`config.mk`:
```
export PLATFORM = sky130hd
export DESIGN_NAME = wb_trace_fifo_flat
export DESIGN_NICKNAME = d
export VERILOG_FILES = /design/src/rtl/wb_trace_fifo_if.sv /design/src/rtl/wb_trace_fifo.sv /design/src/flat_wrapper.sv
export SDC_FILE = /design/constraint.sdc
export NUM_CORES = 1
export LEC_CHECK = 0
export BUFFER_PORTS_ARGS = -buffer_cell sky130_fd_sc_hd__buf_2
export CAP_MARGIN = 20
export CORE_UTILIZATION = 55
export DETAILED_ROUTE_END_ITERATION = 10
export PLACE_DENSITY = 0.77
export SKIP_CTS_REPAIR_TIMING = 1
export SLEW_MARGIN = 30
export SYNTH_ARGS = -nofsm -noshare
export SYNTH_HDL_FRONTEND = slang
export SYNTH_SLANG_ARGS = --single-unit
```
`constraint.sdc`:
```
create_clock -name clk -period 20 [get_ports clk]
set_clock_uncertainty 0.05 [all_clocks]
set_input_delay 4 -clock clk [delete_from_list [all_inputs] [get_ports clk]]
set_output_delay 4 -clock clk [all_outputs]
set_load 0.02 [all_outputs]
```
`src/rtl/wb_trace_fifo_if.sv`:
```
// Bus bundle between the W-stage capture port, the trace consumer and wb_trace_fifo.
// Optional member drop_cnt exists only when WB_TRACE_DROPCNT_EN is defined.
interface wb_trace_fifo_if #(
  parameter int unsigned AW = 4
);
  // W-stage capture group
  logic          w_grf_we;
  logic [4:0]    w_grf_addr;
  logic [31:0]   w_grf_wdata;
  logic [31:0]   w_inst_addr;

  // Consumer-side drain handshake and head record
  logic          trace_valid;
  logic          trace_ready;
  logic [31:0]   trace_pc;
  logic [4:0]    trace_reg;
  logic [31:0]   trace_data;

  // Status and loss reporting
  logic [AW:0]   count;
  logic          overflow;
  logic          ovf_clr;
`ifdef WB_TRACE_DROPCNT_EN
  logic [15:0]   drop_cnt;
`endif

  // Producer/consumer side (CPU W stage plus trace consumer)
  modport master (
    output w_grf_we, w_grf_addr, w_grf_wdata, w_inst_addr,
    output trace_ready, ovf_clr,
    input  trace_valid, trace_pc, trace_reg, trace_data,
    input  count, overflow
`ifdef WB_TRACE_DROPCNT_EN
    , input drop_cnt
`endif
  );

  // FIFO side
  modport slave (
    input  w_grf_we, w_grf_addr, w_grf_wdata, w_inst_addr,
    input  trace_ready, ovf_clr,
    output trace_valid, trace_pc, trace_reg, trace_data,
    output count, overflow
`ifdef WB_TRACE_DROPCNT_EN
    , output drop_cnt
`endif
  );
endinterface

```
`src/rtl/wb_trace_fifo.sv`:
```
// wb_trace_fifo: first-word-fall-through trace buffer for committed GRF writes.
// Never back-pressures the CPU; records arriving while full are dropped and
// flagged in the sticky overflow bit.
// Optional feature macro: WB_TRACE_DROPCNT_EN adds a saturating 16-bit
// dropped-record counter (drop_cnt).
module wb_trace_fifo #(
  parameter int unsigned DEPTH = 16,
  parameter int unsigned AW    = 4
) (
  input  logic            clk,
  input  logic            reset,
  wb_trace_fifo_if.slave  bus
);

  localparam int unsigned CW       = AW + 1;
  localparam int unsigned DCW      = 16;
  localparam logic [CW-1:0] FULL_CNT = CW'(DEPTH);

  // One stored trace record: {PC, destination register, data}
  typedef struct packed {
    logic [31:0] pc;
    logic [4:0]  rd;
    logic [31:0] data;
  } trace_rec_t;

  trace_rec_t      mem [DEPTH];
  logic [AW-1:0]   wr_ptr;
  logic [AW-1:0]   rd_ptr;
  logic [CW-1:0]   cnt;
  logic            ovf_q;

  logic            push_c;
  logic            pop_c;
  logic            full_c;
  logic            empty_c;
  logic            wr_en_c;
  logic            drop_c;
  logic [CW-1:0]   cnt_nxt_c;
  trace_rec_t      wr_rec_c;
  trace_rec_t      head_c;

  // Capture/drain decode; a pop while full frees the slot for a same-cycle push
  always_comb begin
    push_c    = 1'b0;
    pop_c     = 1'b0;
    full_c    = 1'b0;
    empty_c   = 1'b0;
    wr_en_c   = 1'b0;
    drop_c    = 1'b0;
    cnt_nxt_c = cnt;
    wr_rec_c  = '0;

    full_c   = (cnt == FULL_CNT);
    empty_c  = (cnt == '0);
    push_c   = bus.w_grf_we && (bus.w_grf_addr != 5'd0);
    pop_c    = !empty_c && bus.trace_ready;
    wr_en_c  = push_c && (!full_c || pop_c);
    drop_c   = push_c && full_c && !pop_c;

    wr_rec_c.pc   = bus.w_inst_addr;
    wr_rec_c.rd   = bus.w_grf_addr;
    wr_rec_c.data = bus.w_grf_wdata;

    case ({wr_en_c, pop_c})
      2'b10:   cnt_nxt_c = cnt + CW'(1);
      2'b01:   cnt_nxt_c = cnt - CW'(1);
      default: cnt_nxt_c = cnt;
    endcase
  end

  // Pointer and occupancy registers
  always_ff @(posedge clk or negedge reset) begin
    if (!reset) begin
      wr_ptr <= '0;
      rd_ptr <= '0;
      cnt    <= '0;
    end else begin
      if (wr_en_c) wr_ptr <= wr_ptr + AW'(1);
      if (pop_c)   rd_ptr <= rd_ptr + AW'(1);
      cnt <= cnt_nxt_c;
    end
  end

  // Record storage; contents survive reset, only the pointers are cleared
  always_ff @(posedge clk) begin
    if (wr_en_c) mem[wr_ptr] <= wr_rec_c;
  end

  // Sticky overflow; a drop wins over a same-cycle clear
  always_ff @(posedge clk or negedge reset) begin
    if (!reset) begin
      ovf_q <= 1'b0;
    end else if (drop_c) begin
      ovf_q <= 1'b1;
    end else if (bus.ovf_clr) begin
      ovf_q <= 1'b0;
    end
  end

`ifdef WB_TRACE_DROPCNT_EN
  logic [DCW-1:0] drop_cnt_q;

  // Saturating dropped-record counter; clear plus drop restarts at one
  always_ff @(posedge clk or negedge reset) begin
    if (!reset) begin
      drop_cnt_q <= '0;
    end else if (bus.ovf_clr) begin
      drop_cnt_q <= drop_c ? DCW'(1) : '0;
    end else if (drop_c && (drop_cnt_q != {DCW{1'b1}})) begin
      drop_cnt_q <= drop_cnt_q + DCW'(1);
    end
  end

  assign bus.drop_cnt = drop_cnt_q;
`endif

  // FWFT head: fields come straight from the slot under the read pointer
  assign head_c          = mem[rd_ptr];
  assign bus.trace_valid = (cnt != '0);
  assign bus.trace_pc    = head_c.pc;
  assign bus.trace_reg   = head_c.rd;
  assign bus.trace_data  = head_c.data;
  assign bus.count       = cnt;
  assign bus.overflow    = ovf_q;

endmodule

```
`src/flat_wrapper.sv`:
```
// flat-port wrapper written by rule: the top's interface ports become plain ports
module wb_trace_fifo_flat 
#(
  parameter int unsigned DEPTH = 16,
  parameter int unsigned AW    = 4
)
  (clk, reset, bus_w_grf_we, bus_w_grf_addr, bus_w_grf_wdata, bus_w_inst_addr, bus_trace_ready, bus_ovf_clr, bus_trace_valid, bus_trace_pc, bus_trace_reg, bus_trace_data, bus_count, bus_overflow);
  wb_trace_fifo_if #(.AW(AW)) bus_i ();
  input  logic clk;
  input  logic reset;
  input wire logic [$bits(bus_i.w_grf_we)-1:0] bus_w_grf_we;
  input wire logic [$bits(bus_i.w_grf_addr)-1:0] bus_w_grf_addr;
  input wire logic [$bits(bus_i.w_grf_wdata)-1:0] bus_w_grf_wdata;
  input wire logic [$bits(bus_i.w_inst_addr)-1:0] bus_w_inst_addr;
  input wire logic [$bits(bus_i.trace_ready)-1:0] bus_trace_ready;
  input wire logic [$bits(bus_i.ovf_clr)-1:0] bus_ovf_clr;
  output wire logic [$bits(bus_i.trace_valid)-1:0] bus_trace_valid;
  output wire logic [$bits(bus_i.trace_pc)-1:0] bus_trace_pc;
  output wire logic [$bits(bus_i.trace_reg)-1:0] bus_trace_reg;
  output wire logic [$bits(bus_i.trace_data)-1:0] bus_trace_data;
  output wire logic [$bits(bus_i.count)-1:0] bus_count;
  output wire logic [$bits(bus_i.overflow)-1:0] bus_overflow;
  assign bus_i.w_grf_we = bus_w_grf_we;
  assign bus_i.w_grf_addr = bus_w_grf_addr;
  assign bus_i.w_grf_wdata = bus_w_grf_wdata;
  assign bus_i.w_inst_addr = bus_w_inst_addr;
  assign bus_i.trace_ready = bus_trace_ready;
  assign bus_i.ovf_clr = bus_ovf_clr;
  assign bus_trace_valid = bus_i.trace_valid;
  assign bus_trace_pc = bus_i.trace_pc;
  assign bus_trace_reg = bus_i.trace_reg;
  assign bus_trace_data = bus_i.trace_data;
  assign bus_count = bus_i.count;
  assign bus_overflow = bus_i.overflow;
  wb_trace_fifo #(.DEPTH(DEPTH), .AW(AW)) u_core (.clk(clk), .reset(reset), .bus(bus_i));
endmodule
```
---- After elaboration in Yosys (flattened, before gate mapping) ----
Memories as Yosys holds them, arrays and structs flattened.
Cells that the tools add are included.
Widths: inputs -> output; s select.
word-level totals
  flip-flop bits (word level) ............. 14
  RAM bits ................................ 1,104
  input bits .............................. 74
  output and inout bits ................... 76
  word-level logic and storage cells ...... 31
  memories ................................ 1
cells by class
  $add $sub $neg .......................... 4
  eq/ne operators ......................... 3
  muxes and demuxes ....................... 5
  reductions and logical operators ........ 14
memories
  name        words  bits a word  rd ports  clocked after memory_dff  write ports  line                 text
  u_core.mem  16     69           1         0                         1            wb_trace_fifo.sv:26  trace_rec_t mem [DEPTH];
operators by type and width
  operator             number
  $pmux 5 s2           1
  $reduce_bool 5->1    2
  $add 4x1->4 const B  2
  $add 5x1->5 const B  1
  $eq 5x5->1 const B   1
  $logic_and 1x1->1    5
  $logic_not 5->1      1
  $sub 5x1->5 const B  1
  $mux 1               4
  $reduce_bool 2->1    2
  $logic_not 1->1      3
  $eq 2x1->1 const B   1
  $eq 2x2->1 const B   1
  $logic_or 1x1->1     1

---- Depth between registers and ports, before layout ----
  depth in word-level cells ............... 7
  gate-level depth with buffers ........... 11
  depth with buffers taken out ............ 10

---- Least setup slack after synthesis ----
No wires, ideal clock.
  kind .................................... input to register
  from .................................... input bus_w_grf_addr[3]
  to ...................................... memory u_core.mem[3][0] in the netlist's numbering (enable)
  arrival ................................. 9.263 ns
  setup slack ............................. 10.106 ns
  cell stages on the path ................. 6
  buffers on the path ..................... 1
  cells stage by stage .................... or4_1 -> o21ai_1 -> nor2b_1 -> buf_2 -> nand2_1 -> nor3_1
on the way
  longest elaborated chain between the ends .. 5
RTL lines
  what                          line                 text
  start: declaration            flat_wrapper.sv:12   input wire logic [$bits(bus_i.w_grf_addr)-1:0] bus_w_grf_addr;
  $reduce_bool 5->1             wb_trace_fifo.sv:55  push_c = bus.w_grf_we && (bus.w_grf_addr != 5'd0);
  $logic_and 1x1->1             wb_trace_fifo.sv:55
  $logic_and 1x1->1             wb_trace_fifo.sv:57  wr_en_c = push_c && (!full_c || pop_c);
  $mux 1                        wb_trace_fifo.sv:86  if (wr_en_c) mem[wr_ptr] <= wr_rec_c;
  $mux 1 (not written as such)  wb_trace_fifo.sv:86
  end: declaration              wb_trace_fifo.sv:26
Every way passes these cells.

---- Final worst setup path ----
  from .................................... register u_core.rd_ptr[0]
  to ...................................... output bus_trace_pc[6]
on the way
  longest elaborated chain between the ends .. 1
RTL lines
  what                      line                 text
  start: declaration        wb_trace_fifo.sv:28  logic [AW-1:0] rd_ptr;
  start signal: assignment  wb_trace_fifo.sv:79  if (pop_c) rd_ptr <= rd_ptr + AW'(1);
  $mem_v2 16x69             --
  end: declaration          flat_wrapper.sv:18   output wire logic [$bits(bus_i.trace_pc)-1:0] bus_trace_pc;
Every way passes these cells.

==> impl_metrics.py <==
metrics = {
    "outcome": {
        "status": "finished, final reports clean",
    },
    "critical_path": {
        "r2r_slack_ns": 16.30,
        "path_depth": 5,
        "worstSetupPathType": "flop to primary output",
        "critPathLaunch": "u_core.rd_ptr[0]",
        "reg2reg_to": "u_core.mem[11][17]",
        "startpoint_type": "flop",
        "r2r-start": "u_core.bus.count[3]",
        "critPathRequiredTime_ns": 15.95,
        "cp_max_fo": 56,
        "r2r_cells": 7,
        "critPathTopFamily": "buffers and inverters",
        "cp.arrival_ns": 4.17,
        "cp-end-kind": "primary output",
        "slowest_delay_ns": 0.80,
        "crit_chain": "buf_6, buf_6, mux4_2, mux4_2, buf_2",
        "worstSetupEndpoint": "bus_trace_pc[6]",
        "worst-path-buf-inv": 3,
        "slowest_stage": "dfrtp_4",
    },
    "power_and_ir_drop": {
        "pwr-share-clk_pct": 27.8,
        "swShare_pct": 29.5,
        "seqPwrFrac_pct": 43.4,
        "leakage_nw": 15.0,
        "p_comb_share_pct": 28.9,
        "power-per-cell-area_nw_per_um2": 143,
        "switchingPower_mw": 2.01,
        "irDropWorstVdd_v": 0.000102,
        "internal-power_mw": 4.80,
    },
    "synthesis": {
        "synth_cell_types": 35,
        "synth_area_um2": 42400,
        "synth_seq_cells": 1118,
        "yosys.area.top_type_share_pct": 78.2,
        "yosys-top-cells-area": "edfxtp_1, mux4_2, dfrtp_1",
        "avgSynthCellArea_um2": 25.9,
        "ys_seq_area_share_pct": 79.1,
        "yosysWarnings": 0,
        "postSynthCellCount": 1637,
        "syn_nets": 1720,
        "synth_top_area_cell": "edfxtp_1",
    },
    "floorplan": {
        "die_y_um": 280,
        "core_um2": 76100,
        "die-area_um2": 78100,
        "die_w_um": 280,
        "io_pins": 150,
        "std_cell_rows": 101,
        "initial_core_util_pct": 55.7,
    },
    "clock_tree": {
        "ctsHtreeMaxLevel": 3,
        "cts_tree": "built",
        "path_clk_slew_ns": 0.06,
        "ctsRootBufferMaster": "clkbuf_16",
        "clock-sinks": 1118,
        "clk_latency_ns": 0.65,
        "cts_buffer_depth": 3,
        "cts_made_buffers": 106,
    },
    "layout": {
        "nets": 1940,
        "final-seq-area_um2": 33500,
        "fillCellCount": 4914,
        "multiInputGateArea_um2": 8430,
        "layout.cells.non_filler": 2969,
        "drive_above_1_share_pct": 36.4,
        "area_delta_synth_final_pct": 12.7,
    },
    "timing": {
        "finalHoldViolCount": 0,
        "layout_min_cycle_time_ns": 8.22,
        "tightest_slew_ns": 0.971,
        "post-route-period-util_pct": 41.1,
        "setup_viol": 0,
        "slew_viol_final": 0,
        "fmax_ghz": 0.122,
        "fin_setup_tns_ns": 0,
        "max_slew_margin_pct": 35.3,
        "grt_setup_unrepaired": "no",
    },
    "routing": {
        "route.vias.total": 18900,
        "viasPerCell": 6.38,
        "drc": 0,
        "drt-total-wl_mm": 91.6,
        "wl_per_cell_um": 30.9,
        "dr.pass1.iters": 5,
        "antenna_left": 0,
        "dr.first_iter.drc_count": 2246,
    },
    "worst_hold_path": {
        "hp-class": "flop to flop",
    },
    "place": {
        "dp_cells": 2778,
        "io_buffers": 149,
        "hpwl_mm": 44.4,
        "place_congestion": 0.773,
    },
    "global_route": {
        "grt_pass1_vias": 19900,
        "grt_max_degree": 168,
        "overflow": 0,
        "grt_util_all_layers_pct": 24.0,
        "grt_pass1_wl_mm": 133,
        "grt_antenna_before_repair": 15,
    },
    "job": {
        "drv_cap": 0,
    },
}
-- how the worst min path moves through the flow --
stage,endpoint,from,cells after the start
2_1_floorplan,u_core.rd_ptr[1],u_core.rd_ptr[1],3
3_3_place_gp,u_core.bus.overflow,u_core.bus.overflow,2
3_5_place_dp,u_core.bus.overflow,u_core.bus.overflow,2
4_1_cts,u_core.bus.overflow,u_core.bus.overflow,2
5_1_grt,u_core.bus.overflow,u_core.bus.overflow,2
6_report,u_core.bus.overflow,u_core.bus.overflow,2
-- layer usage --
layer	vias to the layer above	track usage, %	share of wire, %
met5	-	0	0.13
met3	155	5.05	9.0
li1	7582	-	-
met1	10200	33.1	38
met4	18	7.48	2.2
met2	1023	38.9	51
-- cell usage in the layout, fill, tap and decap left out, types with 6 or more instances in the layout --
cell,instances
edfxtp_1,1104
mux4_2,345
buf_2,149
clkbuf_16,109
buf_4,32
clkbuf_1,25
clkinv_2,23
clkinv_1,18
nand2_1,14
nor2_4,12
dfrtp_1,10
inv_1,8
xnor2_1,8
ha_1,8
buf_6,7
bufinv_16,6
-- worst min-delay path, cell delays in order, from the launching register on --
cell and delay [ns]:
dfrtp_1 0.38, inv_1 0.05, o22ai_1 0.07
-- registers in the layout, indices dropped and copies added, names as in the netlist --
signal,count
u_core.wr_ptr,4
u_core.bus.overflow,1
u_core.mem,1104
u_core.bus.count,5
u_core.rd_ptr,4
-- stage by stage --
stage	total power, mW	worst slack, ns	hold WS, ns	area (µm²)	util [%]
after detailed placement	4.98	12.13	0.484	44500	58.4
after global routing	7.06	11.43	0.546	47700	62.7
after CTS	6.87	11.41	0.498	47700	62.7
final	6.81	11.78	0.496	47700	62.7
after global placement	4.92	11.80	0.469	44300	58.3
after floorplan	4.42	10.11	0.493	42400	-
-- kinds of logic (layout without fill, tap and decap cells) --
| family | Yosys count | in the layout | synth area share, % |
|---|---|---|---|
| adder cells (fa/ha/maj) | 9 | 9 | 0.284 |
| other | 0 | 3 | 0 |
| XOR/XNOR | 9 | 9 | 0.186 |
| multiplexers | 348 | 348 | 18.4 |
| flip-flops | 1118 | 1118 | 79.1 |
| AO/OA/AOI/OAI | 18 | 18 | 0.292 |
| AND/OR/NAND/NOR | 44 | 44 | 0.475 |
| buffers and inverters | 91 | 390 | 1.28 |
-- cell usage after synthesis, drive strengths merged --
cell	count
a211o	1
a21o	2
a21oi	2
a22oi	3
buf	45
clkbuf	37
dfrtp	14
edfxtp	1104
fa	1
ha	8
inv	9
mux2i	3
mux4	345
nand2	14
nand2b	2
nand3	2
nand4	2
nor2	14
nor2b	2
nor3	4
nor4	1
o2111ai	1
o211ai	1
o21a	1
o21ai	3
o21bai	1
o221ai	1
o22ai	2
or4	3
xnor2	8
xor2	1
-- power groups by stage --
stage          clock (mW)  combinational (mW)  sequential, mW
2_1_floorplan           0                1.50            2.93
3_3_place_gp            0                1.93            3.00
3_5_place_dp            0                1.98            3.00
4_1_cts              1.91                2.00            2.95
5_1_grt              2.00                2.08            2.97
6_report             1.89                1.97            2.95
-- layout make-up --
type,count,area share (%)
sequential,1118,70.2
multi-input combinational,428,17.7
clock buffer,134,5.91
tap,1030,2.70
timing repair buffer,194,2.55
clock inverter,53,0.865
inverter,9,0.0708
antenna,3,0.0157
Power figures use the tool's default switching activity.
